**config.mk**
```make
export PLATFORM = sky130hd
export DESIGN_NAME = seq_mult_ctrl_param_flat
export DESIGN_NICKNAME = d
export VERILOG_FILES = /design/src/rtl/seq_mult_pkg.sv /design/src/rtl/seq_mult_ctrl_param_if.sv /design/src/rtl/seq_mult_fsm.sv /design/src/rtl/seq_mult_ctrl_param.sv /design/src/flat_wrapper.sv
export SDC_FILE = /design/constraint.sdc
export NUM_CORES = 1
export LEC_CHECK = 0
export CAP_MARGIN = 20
export CORE_MARGIN = 3
export CORE_UTILIZATION = 47
export CTS_CLUSTER_SIZE = 8
export DETAILED_ROUTE_END_ITERATION = 10
export GPL_ROUTABILITY_DRIVEN = 0
export GPL_TIMING_DRIVEN = 0
export PLACE_DENSITY = 0.75
export SYNTH_ARGS = -nofsm -noshare
export SYNTH_HDL_FRONTEND = slang
export SYNTH_HIERARCHICAL = 1
export SYNTH_SLANG_ARGS = --single-unit
```
**constraint.sdc**
```tcl
create_clock -name clk -period 1.8 [get_ports clk]
set_input_delay 0.27 -clock clk [delete_from_list [all_inputs] [get_ports clk]]
set_output_delay 0.27 -clock clk [all_outputs]
set_load 0.05 [all_outputs]
```
**src/rtl/seq_mult_pkg.sv**
```systemverilog
// Shared definitions for the parametrised shift-add multiplier.
//   state_t       : controller state encoding (IDLE, SHIFT, DONE)
//   DEFAULT_WIDTH : operand width used when WIDTH is not overridden
// Optional feature macro: SIGNED_MULT_EN (two's-complement operands).
package seq_mult_pkg;

    typedef enum logic [1:0] {
        IDLE  = 2'd0,
        SHIFT = 2'd1,
        DONE  = 2'd2
    } state_t;

    localparam int DEFAULT_WIDTH = 8;

endpackage

```
**src/rtl/seq_mult_ctrl_param_if.sv**
```systemverilog
// Handshake/operand bundle between the top-level sequencer and the multiplier.
//   start   : operation request (master -> slave)
//   a, b    : WIDTH-bit operands (master -> slave)
//   busy    : multiplier iterating (slave -> master)
//   done    : one-cycle completion pulse (slave -> master)
//   product : 2*WIDTH-bit result register (slave -> master)
// Optional feature macro: SIGNED_MULT_EN (no effect on the bundle itself).
interface seq_mult_ctrl_param_if #(
    parameter int WIDTH = seq_mult_pkg::DEFAULT_WIDTH
);
    logic                 start;
    logic [WIDTH-1:0]     a;
    logic [WIDTH-1:0]     b;
    logic                 busy;
    logic                 done;
    logic [2*WIDTH-1:0]   product;

    modport master (output start, a, b, input busy, done, product);
    modport slave  (input start, a, b, output busy, done, product);
endinterface

```
**src/rtl/seq_mult_fsm.sv**
```systemverilog
// Controller for the shift-add multiplier: state register, iteration counter
// and datapath strobes.
//   clk, rst : clock, synchronous active-high reset
//   start    : operation request, honoured in IDLE and DONE only
//   a_lsb    : current LSB of the multiplier register
//   load     : capture operands and clear the accumulator
//   shift    : perform one add/shift iteration
//   add_en   : add multiplicand this iteration
//   sub_en   : subtract multiplicand this iteration (SIGNED_MULT_EN only)
//   last     : this is the final iteration
//   busy     : high while in SHIFT
//   done     : high for the single DONE cycle
// Optional feature macro: SIGNED_MULT_EN.
//
// state | meaning
// IDLE  | waiting for start
// SHIFT | iterating, WIDTH cycles
// DONE  | result just registered; start here re-triggers back-to-back
module seq_mult_fsm
    import seq_mult_pkg::*;
#(
    parameter int WIDTH = DEFAULT_WIDTH,
    parameter int CNT_W = $clog2(WIDTH + 1)
) (
    input  logic clk,
    input  logic rst,
    input  logic start,
    input  logic a_lsb,
    output logic load,
    output logic shift,
    output logic add_en,
`ifdef SIGNED_MULT_EN
    output logic sub_en,
`endif
    output logic last,
    output logic busy,
    output logic done
);

    state_t           state_q, state_d;
    logic [CNT_W-1:0] cnt_q;

    always_ff @(posedge clk) begin
        if (rst) begin
            state_q <= IDLE;
            cnt_q   <= '0;
        end else begin
            state_q <= state_d;
            if (load)
                cnt_q <= '0;
            else if (shift)
                cnt_q <= cnt_q + CNT_W'(1);
        end
    end

    always_comb begin
        state_d = state_q;
        load    = 1'b0;
        shift   = 1'b0;
        last    = (state_q == SHIFT) && (cnt_q == CNT_W'(WIDTH - 1));
        case (state_q)
            IDLE: begin
                if (start) begin
                    load    = 1'b1;
                    state_d = SHIFT;
                end
            end
            SHIFT: begin
                shift = 1'b1;
                if (last)
                    state_d = DONE;
            end
            DONE: begin
                if (start) begin
                    load    = 1'b1;
                    state_d = SHIFT;
                end else begin
                    state_d = IDLE;
                end
            end
            default: state_d = IDLE;
        endcase
    end

`ifdef SIGNED_MULT_EN
    // The final iteration weighs the multiplier's sign bit negatively.
    assign add_en = shift && a_lsb && !last;
    assign sub_en = shift && a_lsb && last;
`else
    assign add_en = shift && a_lsb;
`endif

    assign busy = (state_q == SHIFT);
    assign done = (state_q == DONE);

endmodule

```
**src/rtl/seq_mult_ctrl_param.sv**
```systemverilog
// Parametrised shift-add sequential multiplier with start/busy/done handshake.
//   clk, rst : clock, synchronous active-high reset
//   bus      : slave side of seq_mult_ctrl_param_if (start, a, b, busy,
//              done, product)
// Result latency is WIDTH+1 cycles from the accept edge; start held high
// re-triggers from the DONE cycle with no idle gap.
// Optional feature macro: SIGNED_MULT_EN (two's-complement operands/result).
module seq_mult_ctrl_param
    import seq_mult_pkg::*;
#(
    parameter int WIDTH = DEFAULT_WIDTH,
    parameter int CNT_W = $clog2(WIDTH + 1)
) (
    input  logic                  clk,
    input  logic                  rst,
    seq_mult_ctrl_param_if.slave  bus
);

    logic load, shift, add_en, last, busy, done;
`ifdef SIGNED_MULT_EN
    logic sub_en;
`endif

    logic [WIDTH-1:0]   a_q, b_q, p_q;
    logic [2*WIDTH-1:0] product_q;
    logic [WIDTH:0]     p_ext, b_ext, sum;
    logic [WIDTH-1:0]   p_nxt, a_nxt;

    seq_mult_fsm #(.WIDTH(WIDTH), .CNT_W(CNT_W)) u_fsm (
        .clk    (clk),
        .rst    (rst),
        .start  (bus.start),
        .a_lsb  (a_q[0]),
        .load   (load),
        .shift  (shift),
        .add_en (add_en),
`ifdef SIGNED_MULT_EN
        .sub_en (sub_en),
`endif
        .last   (last),
        .busy   (busy),
        .done   (done)
    );

    // Upper sum is one bit wider than P so the carry (or sign) survives the
    // shift into P's MSB.
`ifdef SIGNED_MULT_EN
    assign p_ext = {p_q[WIDTH-1], p_q};
    assign b_ext = {b_q[WIDTH-1], b_q};
`else
    assign p_ext = {1'b0, p_q};
    assign b_ext = {1'b0, b_q};
`endif

    always_comb begin
        sum = p_ext;
        if (add_en)
            sum = p_ext + b_ext;
`ifdef SIGNED_MULT_EN
        else if (sub_en)
            sum = p_ext - b_ext;
`endif
    end

    assign p_nxt = sum[WIDTH:1];
    assign a_nxt = {sum[0], a_q[WIDTH-1:1]};

    always_ff @(posedge clk) begin
        if (rst) begin
            a_q       <= '0;
            b_q       <= '0;
            p_q       <= '0;
            product_q <= '0;
        end else if (load) begin
            a_q <= bus.a;
            b_q <= bus.b;
            p_q <= '0;
        end else if (shift) begin
            p_q <= p_nxt;
            a_q <= a_nxt;
            if (last)
                product_q <= {p_nxt, a_nxt};
        end
    end

    assign bus.busy    = busy;
    assign bus.done    = done;
    assign bus.product = product_q;

endmodule

```
**src/flat_wrapper.sv**
```systemverilog
// flat-port wrapper written by rule: the top's interface ports become plain ports
module seq_mult_ctrl_param_flat import seq_mult_pkg::*;
#(
    parameter int WIDTH = DEFAULT_WIDTH,
    parameter int CNT_W = $clog2(WIDTH + 1)
)
  (clk, rst, bus_start, bus_a, bus_b, bus_busy, bus_done, bus_product);
  seq_mult_ctrl_param_if #(.WIDTH(WIDTH)) bus_i ();
  input  logic clk;
  input  logic rst;
  input wire logic [$bits(bus_i.start)-1:0] bus_start;
  input wire logic [$bits(bus_i.a)-1:0] bus_a;
  input wire logic [$bits(bus_i.b)-1:0] bus_b;
  output wire logic [$bits(bus_i.busy)-1:0] bus_busy;
  output wire logic [$bits(bus_i.done)-1:0] bus_done;
  output wire logic [$bits(bus_i.product)-1:0] bus_product;
  assign bus_i.start = bus_start;
  assign bus_i.a = bus_a;
  assign bus_i.b = bus_b;
  assign bus_busy = bus_i.busy;
  assign bus_done = bus_i.done;
  assign bus_product = bus_i.product;
  seq_mult_ctrl_param #(.WIDTH(WIDTH), .CNT_W(CNT_W)) u_core (.clk(clk), .rst(rst), .bus(bus_i));
endmodule
```
==> flow_summary.toml, run 1 <==
[status]
status = "finished, violations left"
violations = "setup timing"

[final_layout]
area.growth.synth_to_final_pct = 32.46
final_nets = 325
stdcell_area_sq_um = 2910
fin_cells = 349
fillers = 388
drive_gt1_share_pct = 17.51
post-route-util_pct = 65.48
antenna_cells = 0

[critical_path]
cp_cell_sequence = "ha_4, inv_2, fa_2, nor2b_4, o31ai_4, mux2_4, a221oi_4, a211oi_2"
critPathCaptureType = "register"
arrival_ps = 2120
critPathMaxFanout = 2
cp_top_family = "adder cells"
crit_start = "u_core/p_q[0]"
r2r_slack_ps = -160
worstPathRequired_ps = 1970
cp_num_buf_inv = 1
r2r_start = "u_core/p_q[0]"
max_stage_delay_ps = 370
start_kind = "register"
crit_path_top_delay_cell = "dfxtp_2"
crit_type = "register to register"

[route]
drc = 0
dr.first_iter.drc_count = 110
drtPass1Iterations = 4
detail_route.vias_per_cell = 5.415
antenna_left = 0
vias = 1890
post_drt_wl_per_cell_microns = 14.57
drt-total-wl_mm = 5.085

[placement]
dp_hpwl_mm = 3.492
placed_cell_area_sq_um = 2658
port-buffer-count = 36
dp.cells = 338

[synthesis]
synth_cells = 250
synth.cell_area_sq_um = 2197
synth_edf_count = 0
ys_types = 43
synthArstFlopShare_pct = 0
ys_top_cells_by_area = "dfxtp_1, mux2i_1, nor2_1"
yosysSeqAreaShare_pct = 41.91
synth_area_per_cell_sq_um = 8.788
synthFlopType = "dfxtp_1"
synthTopCellsByCount = "dfxtp_1, nor2_1, a21oi_1"
yosysWarnings = 6
synth_top_area_share_pct = 41.91
ys_seq_elements = 46
syn-num-nets = 279
yosysMostFrequentCell = "dfxtp_1"
synth_top_area_cell = "dfxtp_1"

[sta]
finalHoldViolCount = 0
clock_skew_ps = 10.18
worstMarginPinSlew_ps = 559.2
setup_violations = 4
fin_crit_ps = 1957
finalMaxSlewViolations = 0
setup_ws_ps = -156.5
max_slew_margin_pct = 62.72
finalCritPeriodShare_pct = 108.7
rsz0062_at_grt = "true"
fmax_mhz = 511.1

[clock_network]
root_buffer = "clkbuf_8"
cts_num_sinks = 46
cts_buffer_depth = 2
cts-htree-levels = 2
clk_latency_ps = 300
tritoncts = "done"
holdBufCountCts = 0
path_clk_slew_ps = 80
numCtsBuffers = 5

[power]
peakVddDrop_mv = 0.4726
p_leak_nw = 1.114
power_density_nw_per_um2 = 734.4

[floorplanning]
num_rows = 24
start_util_pct = 49.44
die_width_microns = 74.37
io_pins = 37
coreArea_sq_um = 4444
die_h_microns = 74.37
die_area_sq_um = 5531

[min_path]
hold_path_class = "register to register"
min_from = "u_core/bus.product[3]"

[grt]
grt_pass1_vias = 1774
antenna_found_initial = 0
grt_pass1_wl_mm = 8.017
grt_usage_pct = 18.92
grt_max_degree = 14
grt_remaining_overflow = 0

[run]
max_cap_viol_count = 0
## metal layers
layer | vias to the layer above | wire, microns | GRT usage, %
li1 | 968 | - | -
met1 | 875 | 2352 | 25.48
met2 | 37 | 2471 | 29.66
met3 | 10 | 176 | 3.919
met4 | 0 | 85 | 7.510
met5 | - | 0 | 0
## final timing paths
check,endpoint,depth (start not counted)
worst max-delay path,u_core/bus.product[13],8
worst min-delay path,u_core/bus.product[3],2
worst min register to register,u_core/bus.product[3],2
worst max register to register,u_core/bus.product[13],8
## registers in the layout, indices dropped and copies added (netlist names)
name	cells
u_core/u_fsm/state_q	2
u_core/bus.product	16
u_core/u_fsm/cnt_q	4
u_core/p_q	8
u_core/b_q	8
u_core/a_q	8
## through the flow
stage               power, mW  hold slack (ps)  TNS [ps]  setup WS [ps]
detailed placement      1.386            449.3     -3536         -223.1
finish                  2.137            457.4    -457.4         -156.5
global route            2.242            487.4    -752.9         -225.1
CTS                     2.140            461.0    -298.6         -115.4
global placement        1.380            445.1     -3351         -216.2
floorplan               1.292            335.0    -3.191         -3.191
## worst reg2reg max path, stage by stage, from the launching register on
cell      delay [ps]
dfxtp_2          370
ha_4             150
inv_2             30
fa_2             360
nor2b_4          160
o31ai_4           70
mux2_4           310
a221oi_4         260
a211oi_2         110
## timing repair
item | CTS | global route
pin swaps | 4 | 5
endpoints found under the setup margin | 6 | 35
resized for setup | 6 | 23
setup buffers | 3 | 1
## final cells by class
| class | count | area (sq um) | share of cell area [%] |
|---|---|---|---|
| buffer | 14 | 97.59 | 3.353 |
| clock buffer | 7 | 76.32 | 2.623 |
| clock inverter | 1 | 30.03 | 1.032 |
| inverter | 5 | 25.02 | 0.8598 |
| multi-input combinational | 184 | 1299 | 44.63 |
| sequential | 46 | 929.6 | 31.94 |
| tap | 52 | 65.06 | 2.236 |
| timing repair buffer | 40 | 387.9 | 13.33 |
## power by group
part	total, mW	internal, mW	switching, mW	leakage [nW]
sequential	1.09	1.05	0.0356	0.376
clock	0.746	0.416	0.331	0.0524
combinational	0.302	0.143	0.158	0.685
total	2.14	1.61	0.525	1.11
## layout by cell type (no fill, tap or decap), types with 3 or more instances in the layout
cell              n
dfxtp_1          41
a21oi_1          27
nor2_1           42
nand2_1          22
a211oi_1          6
buf_6             4
a21o_1            3
dfxtp_2           4
nor2b_1           5
clkbuf_8          5
clkdlybuf4s50_1  34
ha_4              4
mux2i_1          19
ha_1              5
clkbuf_1          6
buf_4             5
o21ai_0           8
nor3_1            4
## cells by family (layout without fill, tap and decap cells)
kind of cell,after synthesis,count (layout),share of synthesized area (%)
buffers and inverters,20,67,4.954
xor gates and xnor gates,4,4,1.595
and+or+nand+nor,90,90,18.11
muxes,20,20,9.339
AOI/OAI and AO/OA,60,60,18.05
DFF,46,46,41.91
adders and majority gates,10,10,6.037
Power figures use the tool's default switching activity.
==> run 2, diff against run 1 <==
GPL_ROUTABILITY_DRIVEN = not set   (was 0)
==> results of run 2 <==
No change in the layout: final DEF, timing and power equal those of run 1.
